<file path="src/rtl/inst_stats_monitor_pkg.sv">
// Shared opcode, class, report-id and state definitions for the instruction statistics monitor.
// Also used by builds that define INST_STATS_OPCODE_HIST_EN.
package inst_stats_monitor_pkg;

   localparam logic [5:0] OP_ADD  = 6'h00;
   localparam logic [5:0] OP_ADDI = 6'h01;
   localparam logic [5:0] OP_SUB  = 6'h02;
   localparam logic [5:0] OP_SUBI = 6'h03;
   localparam logic [5:0] OP_MUL  = 6'h04;
   localparam logic [5:0] OP_MULI = 6'h05;
   localparam logic [5:0] OP_OR   = 6'h06;
   localparam logic [5:0] OP_ORI  = 6'h07;
   localparam logic [5:0] OP_AND  = 6'h08;
   localparam logic [5:0] OP_ANDI = 6'h09;
   localparam logic [5:0] OP_XOR  = 6'h0A;
   localparam logic [5:0] OP_XORI = 6'h0B;
   localparam logic [5:0] OP_LDW  = 6'h0C;
   localparam logic [5:0] OP_STW  = 6'h0D;
   localparam logic [5:0] OP_BZ   = 6'h0E;
   localparam logic [5:0] OP_BEQ  = 6'h0F;
   localparam logic [5:0] OP_JR   = 6'h10;
   localparam logic [5:0] OP_HALT = 6'h11;

   localparam int unsigned NUM_OPCODES = 18;

   typedef enum logic [2:0] {ARITH, LOGICAL, MEMORY, CONTROL, ILLEGAL} inst_class_t;

   localparam logic [4:0] RPT_TOTAL     = 5'd0;
   localparam logic [4:0] RPT_ARITH     = 5'd1;
   localparam logic [4:0] RPT_LOGICAL   = 5'd2;
   localparam logic [4:0] RPT_MEMORY    = 5'd3;
   localparam logic [4:0] RPT_CONTROL   = 5'd4;
   localparam logic [4:0] RPT_ILLEGAL   = 5'd5;
   localparam logic [4:0] RPT_HIST_BASE = 5'd6;

   typedef enum logic [2:0] {IDLE, COUNT, DRAIN, REPORT, DONE} state_t;

endpackage

</file>
<file path="src/rtl/inst_stats_monitor_classify.sv">
// Combinational opcode classifier: maps a 6-bit opcode to its instruction class and flags HALT.
module inst_classify
   import inst_stats_monitor_pkg::*;
(
   input  logic [5:0]  opcode,
   output inst_class_t inst_class,
   output logic        is_halt
);

   always_comb begin
      inst_class = ILLEGAL;
      if (opcode <= OP_MULI)      inst_class = ARITH;
      else if (opcode <= OP_XORI) inst_class = LOGICAL;
      else if (opcode <= OP_STW)  inst_class = MEMORY;
      else if (opcode <= OP_HALT) inst_class = CONTROL;
   end

   assign is_halt = (opcode == OP_HALT);

endmodule

</file>
<file path="src/rtl/inst_stats_monitor.sv">
// Counts fetched instructions per opcode class, then streams the counters as {id, count} records.
// Define INST_STATS_OPCODE_HIST_EN to add per-opcode histogram records (ids 6-23).
module inst_stats_monitor
   import inst_stats_monitor_pkg::*;
#(
   parameter int unsigned CNT_W        = 32,
   parameter int unsigned DRAIN_CYCLES = 4
) (
   input  logic             clk,
   input  logic             reset,
   input  logic             valid,
   input  logic [31:0]      inst_in,
   input  logic             opr_finished,
   input  logic             rpt_ready,
   output logic             rpt_valid,
   output logic [4:0]       rpt_id,
   output logic [CNT_W-1:0] rpt_data,
   output logic [CNT_W-1:0] total_cnt,
   output logic             halt_seen,
   output logic             done
);

`ifdef INST_STATS_OPCODE_HIST_EN
   localparam logic [4:0] LAST_ID = RPT_HIST_BASE + 5'(NUM_OPCODES - 1);
`else
   localparam logic [4:0] LAST_ID = RPT_ILLEGAL;
`endif
   localparam logic [7:0] DRAIN_LOAD = 8'(DRAIN_CYCLES - 1);

   state_t           state_q, state_d;
   logic [7:0]       drain_q, drain_d;
   logic [4:0]       idx_q, idx_d;
   logic             halt_q, halt_d;
   logic [CNT_W-1:0] total_q;
   logic [CNT_W-1:0] cls_q [5];
   logic [CNT_W-1:0] rpt_mux;
   inst_class_t      cls;
   logic             is_halt;
   logic             count_en;
   logic             stop;
   logic [5:0]       opcode;
   logic             unused_inst;

   assign opcode      = inst_in[31:26];
   assign unused_inst = ^inst_in[25:0];

   inst_classify u_classify (
      .opcode     (opcode),
      .inst_class (cls),
      .is_halt    (is_halt)
   );

   function automatic logic [CNT_W-1:0] sat_inc(input logic [CNT_W-1:0] v);
      return (&v) ? v : v + CNT_W'(1);
   endfunction

   assign count_en = valid && (state_q == IDLE || state_q == COUNT);
   // A counted HALT and an external finish may coincide; both collapse into one move to DRAIN.
   assign stop     = (count_en && is_halt) || opr_finished;

   always_comb begin
      state_d = state_q;
      drain_d = drain_q;
      idx_d   = idx_q;
      halt_d  = halt_q;
      case (state_q)
         IDLE, COUNT: begin
            if (count_en) state_d = COUNT;
            if (count_en && is_halt) halt_d = 1'b1;
            if (stop) begin
               state_d = DRAIN;
               drain_d = DRAIN_LOAD;
            end
         end
         DRAIN: begin
            if (drain_q == 8'd0) state_d = REPORT;
            else                 drain_d = drain_q - 8'd1;
         end
         REPORT: begin
            if (rpt_ready) begin
               if (idx_q == LAST_ID) state_d = DONE;
               else                  idx_d   = idx_q + 5'd1;
            end
         end
         DONE:    state_d = DONE;
         default: state_d = IDLE;
      endcase
   end

   always_ff @(posedge clk) begin
      if (reset) begin
         state_q <= IDLE;
         drain_q <= '0;
         idx_q   <= '0;
         halt_q  <= 1'b0;
      end else begin
         state_q <= state_d;
         drain_q <= drain_d;
         idx_q   <= idx_d;
         halt_q  <= halt_d;
      end
   end

   always_ff @(posedge clk) begin
      if (reset) begin
         total_q <= '0;
         for (int i = 0; i < 5; i++) cls_q[i] <= '0;
      end else if (count_en) begin
         total_q    <= sat_inc(total_q);
         cls_q[cls] <= sat_inc(cls_q[cls]);
      end
   end

`ifdef INST_STATS_OPCODE_HIST_EN
   logic [CNT_W-1:0] hist_q [NUM_OPCODES];

   always_ff @(posedge clk) begin
      if (reset) begin
         for (int i = 0; i < int'(NUM_OPCODES); i++) hist_q[i] <= '0;
      end else if (count_en && cls != ILLEGAL) begin
         hist_q[opcode[4:0]] <= sat_inc(hist_q[opcode[4:0]]);
      end
   end
`endif

   always_comb begin
      rpt_mux = '0;
      case (idx_q)
         RPT_TOTAL:   rpt_mux = total_q;
         RPT_ARITH:   rpt_mux = cls_q[ARITH];
         RPT_LOGICAL: rpt_mux = cls_q[LOGICAL];
         RPT_MEMORY:  rpt_mux = cls_q[MEMORY];
         RPT_CONTROL: rpt_mux = cls_q[CONTROL];
         RPT_ILLEGAL: rpt_mux = cls_q[ILLEGAL];
         default: begin
`ifdef INST_STATS_OPCODE_HIST_EN
            if (idx_q >= RPT_HIST_BASE && idx_q <= LAST_ID) begin
               rpt_mux = hist_q[idx_q - RPT_HIST_BASE];
            end
`endif
         end
      endcase
   end

   assign rpt_valid = (state_q == REPORT);
   assign rpt_id    = rpt_valid ? idx_q : '0;
   assign rpt_data  = rpt_valid ? rpt_mux : '0;
   assign total_cnt = total_q;
   assign halt_seen = halt_q;
   assign done      = (state_q == DONE);

endmodule

</file>
<file path="config.mk">
export PLATFORM = sky130hd
export DESIGN_NAME = inst_stats_monitor
export DESIGN_NICKNAME = d
export VERILOG_FILES = /design/src/rtl/inst_stats_monitor_pkg.sv /design/src/rtl/inst_stats_monitor_classify.sv /design/src/rtl/inst_stats_monitor.sv
export SDC_FILE = /design/constraint.sdc
export NUM_CORES = 1
export LEC_CHECK = 0
export CAP_MARGIN = 30
export CORE_MARGIN = 2
export CORE_UTILIZATION = 35
export DETAILED_ROUTE_END_ITERATION = 10
export PLACE_DENSITY = 0.58
export SYNTH_ARGS = -nofsm -noshare
export SYNTH_HDL_FRONTEND = slang
export SYNTH_SLANG_ARGS = --single-unit
</file>
<file path="constraint.sdc">
create_clock -name clk -period 12.6 [get_ports clk]
set_clock_uncertainty 0.05 [all_clocks]
set_input_delay 2.52 -clock clk [delete_from_list [all_inputs] [get_ports clk]]
set_output_delay 2.52 -clock clk [all_outputs]
set_load 0.02 [all_outputs]
</file>
==> Yosys cells after proc, flatten, opt, wreduce, memory -nomap -nowiden <==
Memories as Yosys holds them, arrays and structs flattened.
Cells that the tools add are included.
{ "classes": {"n_reduce_logical": 17, "bitwise_logic": 2, "addsub": 4, "n_eq_ne": 16, "mux": 25, "n_lt_le_gt_ge": 4} }
{ "op_table": {"columns": ["operator", "n"], "rows": [
  ["$pmux 32 s6", 1],
  ["$mux 32", 3],
  ["$add 32x1->32 const B", 2],
  ["$reduce_and 32->1", 2],
  ["$reduce_or 32->1", 1],
  ["$mux 3", 10],
  ["$mux 8", 2],
  ["$pmux 8 s2", 1],
  ["$le 6x4->1 const B", 2],
  ["$pmux 3 s4", 1],
  ["$eq 5x2->1 const B", 2],
  ["$eq 5x3->1 const B", 2],
  ["$logic_not 8->1", 1],
  ["$ne 2x2->1 const B", 4],
  ["$sub 8x1->8 const B", 1],
  ["$eq 3x2->1 const B", 2],
  ["$eq 6x5->1 const B", 1],
  ["$le 6x3->1 const B", 1],
  ["$le 6x5->1 const B", 1],
  ["$mux 1", 6],
  ["$reduce_and 3->1", 2],
  ["$add 5x1->5 const B", 1],
  ["$eq 5x1->1 const B", 1],
  ["$logic_not 5->1", 1],
  ["13 further kinds", 17]
]} }
{ "word_totals": {"ram_bits": 160, "word_cells": 74, "regBits": 49, "n_memories": 1, "in_bits": 37, "output_inout_bits": 72} }
{ "mem_list": {"columns": ["memory", "words", "word_bits", "read_ports", "rd_ports_with_merged_regs", "wr", "line_no", "text"], "rows": [
  ["cls_q", 5, 32, 6, 0, 5, "inst_stats_monitor.sv:35", "logic [CNT_W-1:0] cls_q [5];"]
]} }

==> Depth between registers and ports, before layout <==
An unclocked memory read counts as a cell.
{ "depth": {"word_depth": 9, "depth_mapped": 16, "depth_no_buf": 12} }

==> Cells and area by module <==
Synthesis repeated with hierarchy kept, for this count alone.
{ "unflattened": {"cells_unflattened": 1239, "area_unflattened_um2": 15102.0} }
{ "modules_own_cells": {"columns": ["module", "instances", "cells_per_inst", "area_per_inst_um2", "seq_area_each_um2"], "rows": [
  ["inst_stats_monitor", 1, 1230, 15026.9, 8668.3],
  ["inst_classify", 1, 9, 75.1, 0.0]
]} }

==> Worst setup path before layout <==
OpenSTA, ideal clock, no wires.
{ "synth_timing": {"path_kind": "input -> register", "from": "in inst_in[29]", "to": "mem cls_q[0][17] (data pin)", "setup_time_ps": 281, "cell_stages": 16, "t_required_ps": 12269, "path_slack_ps": 5987, "path_buffers": 5, "arrival_time_ps": 6282, "path_cell_list": "buf_2 > or4b_1 > buf_2 > o22a_1 > buf_2 > buf_2 > mux2i_1 > a221oi_1 > ha_1 > inv_1 > nor4_2 > nand3_1 > nor3_1 > or4_1 > clkbuf_1 > a21oi_1"} }
{ "synth_rtl": {"columns": ["item", "line_no", "text"], "rows": [
  ["start: declaration", "inst_stats_monitor.sv:12", "input logic [31:0] inst_in,"],
  ["end: declaration", "inst_stats_monitor.sv:35", null]
]} }

==> results.toml <==
[run_status]
status = "finished with violations"
violations = "design-rule violations"

[clocking]
insertion_delay_ns = 0.55
tritoncts = "built"
clockBufferDepth = 3
post_cts_buffers = 0
htreeDepth = 1
cts_resized = 0
postCtsHoldBufs = 0
cts.sinks = 240
cts-root-buf = "clkbuf_16"
cts_inserted_buffers = 27
cts.clk_slew.worst_paths_ns = 0.06

[die]
initial_core_util_pct = 35.6
core_area_um2 = 35700
pin_count = 109
die_h_um = 194
std_cell_rows = 69
dieArea_um2 = 37800
chipWidth_um = 194

[drt]
drtIter0Drc = 1113
detail_route.wl_per_cell_um = 24.8
dr_total_vias = 11000
ant_nets = 0
wl_um = 45300
first_pass_iters = 9
viasPerCell = 6.01
remaining_drc_errors = 11

[sta]
min_period_ns = 8.08
fin_ws_ns = 4.52
finalSetupTns_ns = 0
hold_viol_final = 0
whs_ns = 0.427
relSlewSlack_pct = 36.8
rsz0062_at_grt = "false"
clock.fmax_mhz = 124
min_period_over_period_pct = 64.1
worst_pin_slew_ns = 0.948
setup_viol = 0
slew_violations = 0

[setup_path]
crit_path_end_kind = "register"
path_buf_inv = 2
worstPathMaxFanout = 32
cpMostUsedCell = "nand4_1"
cp_top_family = "simple AND/OR/NAND/NOR gates"
crit_slowest_cell = "nand4_1"
crit_path_cell_trace = "clkdlybuf4s50_1 -> or4b_1 -> o22ai_4 -> buf_4 -> a21oi_1 -> a211o_1 -> nor4_2 -> nand4_1 -> nand4_1 -> mux2_2"
rrSetupSlack_ns = 8.21
path_class = "in -> reg"
worstPathArrival_ns = 8.32
worstSetupStartpointType = "input port"
cp.required_ns = 12.84
max_stage_delay_ns = 0.84

[logic_synthesis]
yosys_warnings = 0
syn_inst = 1267
postSynthAreaPerCell_um2 = 10.0
ys_types = 62
yosysSeqAreaShare_pct = 52.9
yosys.area.top_type = "edfxtp_1"
synth_edf_count = 191
synth_area_um2 = 12700
yosys.area.top_type_share_pct = 45.2
synthTopCellsByArea = "edfxtp_1, dfxtp_1, a22oi_1"
synth-async-reset-ratio_pct = 0
yosysMostFrequentCell = "edfxtp_1"
synthTopCellsByCount = "edfxtp_1, nor2_1, a21oi_1, a22oi_1, clkbuf_1"
synth-seq-cells = 240
synth_flop_cell = "edfxtp_1"

[hold_path]
min_path_type = "reg -> reg"

[finish]
n_antenna_cell = 0
synthToLayoutAreaGrowth_pct = 17.3
fin_area_um2 = 14900
drive_gt1_share_pct = 7.40
fin_nets = 1392

[power_and_ir_drop]
power_density_nw_per_um2 = 127
p_leak_uw = 0.00515
vdd_ir_drop_max_uv = 64.6

[placed_design]
postPlaceCellArea_um2 = 14100
port_buffers = 82
gp_congestion = 0.861
dp_hpwl_um = 26200
dp_slack_ns = 4.10

[global_routing]
grt_pass1_vias = 10600
grt.total_usage_pct = 23.5
grt-ovfl-total = 0
grt_pass1_wl_um = 66600
grt_max_degree = 51
antenna_found_initial = 1

[job]
cap_violations = 0
[layout by cell type, fill, tap and decap left out, types with 23 or more instances in the layout]
cell type / synthesis / final
edfxtp_1: 191 / 191
nor2_1: 188 / 185
a21oi_1: 104 / 104
a22oi_1: 97 / 97
clkdlybuf4s50_1: 0 / 81
nand2_1: 64 / 64
dfxtp_1: 49 / 49
nand3_1: 42 / 42
nor3_1: 43 / 41
a31oi_1: 35 / 35
xor2_1: 32 / 32
conb_1: 1 / 31
inv_1: 28 / 28
clkbuf_16: 0 / 27
buf_4: 1 / 27
o22ai_1: 23 / 23
[path summary, 6_finish.rpt]
| path | from | endpoint | depth (start not counted) |
|---|---|---|---|
| min | halt_seen$_SDFFE_PP0P_ | halt_seen$_SDFFE_PP0P_ | 2 |
| min reg2reg | halt_seen$_SDFFE_PP0P_ | halt_seen$_SDFFE_PP0P_ | 2 |
| max reg2reg | cls_q[3][1]$_SDFFCE_PN0P_ | cls_q[4][7]$_SDFFCE_PN0P_ | 9 |
| max | inst_in[28] | cls_q[4][7]$_SDFFCE_PN0P_ | 10 |
[metrics by stage]
stage | power [µW] | std cells | util (%)
after floorplan | 1090 | 1297 | -
after global placement | 1170 | 1779 | 39.5
after detailed placement | 1170 | 1779 | 39.5
after CTS | 1890 | 1826 | 41.7
after global routing | 1940 | 1826 | 41.7
final | 1880 | 1826 | 41.7
[sequential cells by signal, summed over array words and instances (netlist names)]
| signal | count |
|---|---|
| idx_q | 5 |
| total_cnt | 32 |
| cls_q | 191 |
| halt_seen | 1 |
| state_q | 3 |
| drain_q | 8 |
[metal layers]
layer / routed length, µm / track usage, %
met3: 4910 / 4.81
met5: 0 / 0
met2: 20600 / 37.1
met1: 18300 / 31.9
met4: 1510 / 8.52
[worst register-to-register path: cells and delay by family, from the launching register on]
| kind | cells | cell delay, ns |
|---|---|---|
| muxes | 1 | 0.38 |
| buffers and inverters | 1 | 0.09 |
| DFF | 1 | 0.34 |
| AOI/OAI and AO/OA | 2 | 0.49 |
| adders and majority gates | 1 | 0.44 |
| and+or+nand+nor | 4 | 2.34 |
[area by class of cell]
type / count / area, µm²
clock buffers: 30 / 687
clock inverters: 17 / 101
fillers: 3473 / 20800
inverters: 28 / 105
multi-input cells: 941 / 5670
flip-flops and latches: 240 / 6720
well taps: 461 / 577
repair buffers: 109 / 1020
[cell families (layout without fill, tap and decap cells)]
kind of cell	Yosys count	in the layout	synth area share [%]
other	1	31	0.0296
adder cells (fa/ha/maj)	8	8	0.789
AND/OR/NAND/NOR	462	462	17.7
multiplexers	18	18	1.49
XOR/XNOR	53	53	3.66
AO/OA/AOI/OAI	369	369	19.7
flip-flops	240	240	52.9
buffers and inverters	116	184	3.74
[power by group]
group,internal (µW),switching [µW]
registers,900,23.8
clock network,407,315
logic,71.7,164
Note: power is estimated with default switching activity, not from simulation.
==> variant 1, RTL diff (same settings) <==
Change the parameter `CNT_W` from 32 to 28.
--- a/src/rtl/inst_stats_monitor.sv
+++ b/src/rtl/inst_stats_monitor.sv
@@ -5,3 +5,3 @@
 #(
-   parameter int unsigned CNT_W        = 32,
+   parameter int unsigned CNT_W        = 28,
    parameter int unsigned DRAIN_CYCLES = 4
Ports: changed (resized rpt_data and total_cnt); port bits go from 109 to 101. The function was not compared with the original's and may differ.
==> variant 1 against the unedited design <==
Sequential cell count shrank 55. Synthesized cell count shrank 15%. Routed wire length shrank 13%. Sequential power shrank 23%. Power shrank 21%. Hold slack gained 6.3 ps. Combinational power grew 2%. Setup slack lost 370 ps. Design area shrank 18%. Synthesized area shrank 17%. Largest power group unchanged. Highest routed layer unchanged.
==> variant 1: results <==
set metrics [dict create \
    result_of_the_run "finished clean" \
    yosys_cell_types 85 \
    slowest_delay_ps 950 \
    groute.usage.overall_pct 24.8 \
    synthesized_area_fraction_occupied_by_ao_oa_aoi_and_oai_cells_pct 21.6 \
    buffers_added_on_ports 74 \
    dp_worst_setup_slack_ps 3980 \
    worst_path_max_delay_cell "clkdlybuf4s50_1" \
    synth_area_leaders "edfxtp_1 40%, dfxtp_1 8.5%, nor2_1 7.7%" \
    crit_fanout 18 \
    place.detailed.hpwl_um 24000 \
    post-route-min-period_ps 8450 \
    multiplexer_share_of_the_synthesized_area_pct 0.629 \
    drtIter0Drc 1316 \
    reg2reg_from "cls_q[0][1]" \
    power.net_switching_mw 0.461 \
    cts_inserted_buffers 17 \
    nets 1160 \
    critical_path_arrival_ps 8580 \
    antenna_found_initial 0 \
    clock-sinks 185 \
    dr.pass1.iters 8 \
    route.detailed.vias_per_inst 6.25 \
    cellLeakagePower_nw 3.93 \
    pwr_density_cell_nw_per_um2 122 \
    timing.reg2reg.setup_slack_ps 8430 \
    r2r_cells 11 \
    capture_point_of_the_worst_reg_to_reg_path "cls_q[0][24]" \
    worst_hold_slack_ps 433 \
    number_of_flip_flops_under_the_largest_register_name 140 \
    combPwrFrac_pct 16.3 \
    number_of_buffers_on_the_longest_clock_path 2 \
    grt_max_degree 42 \
    place.detailed.instances 1486 \
    syn_avg_cell_area_um2 9.78 \
    globalplace.congestion 0.887 \
    yosys.area_share.xor_xnor_pct 4.38 \
    wirelength_um 39200 \
]
variant 1: changes by cell type after synthesis, moves of 12 or more:
cell and delta:
nor2_1 +27, o22ai_1 -18, o21ai_0 +13, edfxtp_1 -51, a22oi_1 -12, clkbuf_1 -21
inv_1 -13, nand2_1 -20, o2bb2ai_1 +12, nor3_1 -26, a21oi_1 -51, and3_1 -15
a211o_1 -20
variant 1: cell type report:
cell class | instances | area, um2
fillers | 3002 | 17500
flip-flops and latches | 185 | 5100
multi-input cells | 800 | 5040
repair buffers | 95 | 891
well taps | 390 | 488
clock buffers | 17 | 425
clock inverters | 15 | 134
inverters | 16 | 60.1
variant 1: metal layers:
| metal | track usage (%) | up-vias | part of all wire, % |
|---|---|---|---|
| met5 | 0 | - | 0 |
| met4 | 9.29 | 0 | 3.4 |
| met3 | 5.48 | 99 | 12 |
| met2 | 38.6 | 669 | 44 |
| met1 | 33.8 | 4587 | 40 |
| li1 | - | 4125 | - |
==> variant 2, RTL diff (same flow settings) <==
Made on the original files. Register the output `total_cnt` once more; this adds one clock of latency there. The other outputs are not delayed to match.
--- a/src/rtl/inst_stats_monitor.sv
+++ b/src/rtl/inst_stats_monitor.sv
@@ -147,3 +147,5 @@
    assign rpt_data  = rpt_valid ? rpt_mux : '0;
-   assign total_cnt = total_q;
+   always_ff @(posedge clk) begin
+      total_cnt <= total_q;
+   end
    assign halt_seen = halt_q;
Check against the original RTL: not equivalent (a bounded check fails within 4 cycles, from zero or initial values and one cycle with reset high).
==> variant 2 against the unedited design <==
Via count is 5.9% lower. Largest power group unchanged. Cell count shrank 2.8%. Register-to-register slack better by 700 ps. Synthesized area increased by 0.61%. Power rose by 18%. Highest routed layer unchanged. Sequential share of layout area rose by 0.29 points. Setup slack better by 440 ps. Utilization grew 0.62 points. Design area is 1.7% higher. Sequential cell count grew 16. Routed wire length decreased by 7.7%.
==> variant 2: results <==
set metrics [dict create \
    result_of_the_run "finished clean" \
    wl_met2_um 18400 \
    yosys.area_share.xor_xnor_pct 4.34 \
    drtIter0Drc 994 \
    hold_path_depth 0 \
    yosys-top-cells-count "239 x nor2_1, 175 x edfxtp_1, 96 x a22oi_1" \
    timing.reg2reg.setup_slack_ps 8910 \
    setup.worst_path.end "cls_q[2][30]" \
    groute.usage.overall_pct 21.7 \
    post_synthesis_share_of_cell_area_spent_on_full_adders_half_adders_and_majority_gates_pct 0.784 \
    m1WireLength_um 17400 \
    dp_worst_setup_slack_ps 4600 \
    grtUsageMet3_pct 5.14 \
    cts_inserted_buffers 29 \
    globalplace.congestion 0.845 \
    synth-seq-area-share_pct 53.9 \
    first_pass_grt_wire_length_um 62900 \
    synth-edff-count 175 \
    r2r_cells 12 \
    nets 1335 \
    wirelength_um 41800 \
    place.detailed.hpwl_um 25800 \
    worst_slew_pin_slew_ps 1100 \
    crit_fanout 24 \
    grt_max_degree 52 \
    multiplexer_share_of_the_synthesized_area_pct 0.980 \
    met3RoutedLength_um 4610 \
]
-- variant 2: cell count changes after synthesis, moves of 15 or more --
| cell | before | now |
|---|---|---|
| nor2_1 | 188 | 239 |
| nand3_1 | 42 | 22 |
| o21a_1 | 18 | 1 |
| dfxtp_1 | 49 | 81 |
| a21oi_1 | 104 | 25 |
| edfxtp_1 | 191 | 175 |
| a211o_1 | 20 | 5 |
| nand2_1 | 64 | 41 |
-- variant 2: critical path: stages --
cell	delay [ps]
clkdlybuf4s50_1	1160
mux2_2	440
a21oi_2	540
buf_4	320
a221o_1	170
o211ai_1	190
inv_1	140
ha_1	190
nand3_1	320
nor4_4	410
and4_1	500
and4_1	300
mux2i_1	550
nor2_1	110
-- variant 2: power groups by stage --
stage	Combinational, mW	Clock, mW	Sequential [mW]
2_1_floorplan	0.238	0	1.01
4_1_cts	0.341	0.885	0.998
6_report	0.345	0.872	0.998
5_1_grt	0.374	0.917	1.01
3_5_place_dp	0.338	0	1.02
3_3_place_gp	0.327	0	1.01
-- variant 2: layout make-up --
type / count / area (um2)
sequential: 256 / 6880
fill: 3436 / 20600
multi-input combinational: 863 / 5480
clock inverter: 13 / 144
timing repair buffer: 108 / 1080
clock buffer: 41 / 858
inverter: 32 / 120
tap: 461 / 577
-- variant 2: per-stage QoR --
| stage | total power, mW | hold slack (ps) | cells | cell area, um2 | util (%) |
|---|---|---|---|---|---|
| after detailed placement | 1.35 | 340 | 1720 | 14100 | 39.5 |
| after CTS | 2.22 | 350 | 1774 | 15100 | 42.3 |
| after global routing | 2.30 | 363 | 1774 | 15100 | 42.3 |
| after floorplan | 1.24 | 321 | 1232 | 12800 | - |
| final | 2.22 | 358 | 1774 | 15100 | 42.3 |
| after global placement | 1.34 | 342 | 1714 | 14000 | 39.2 |
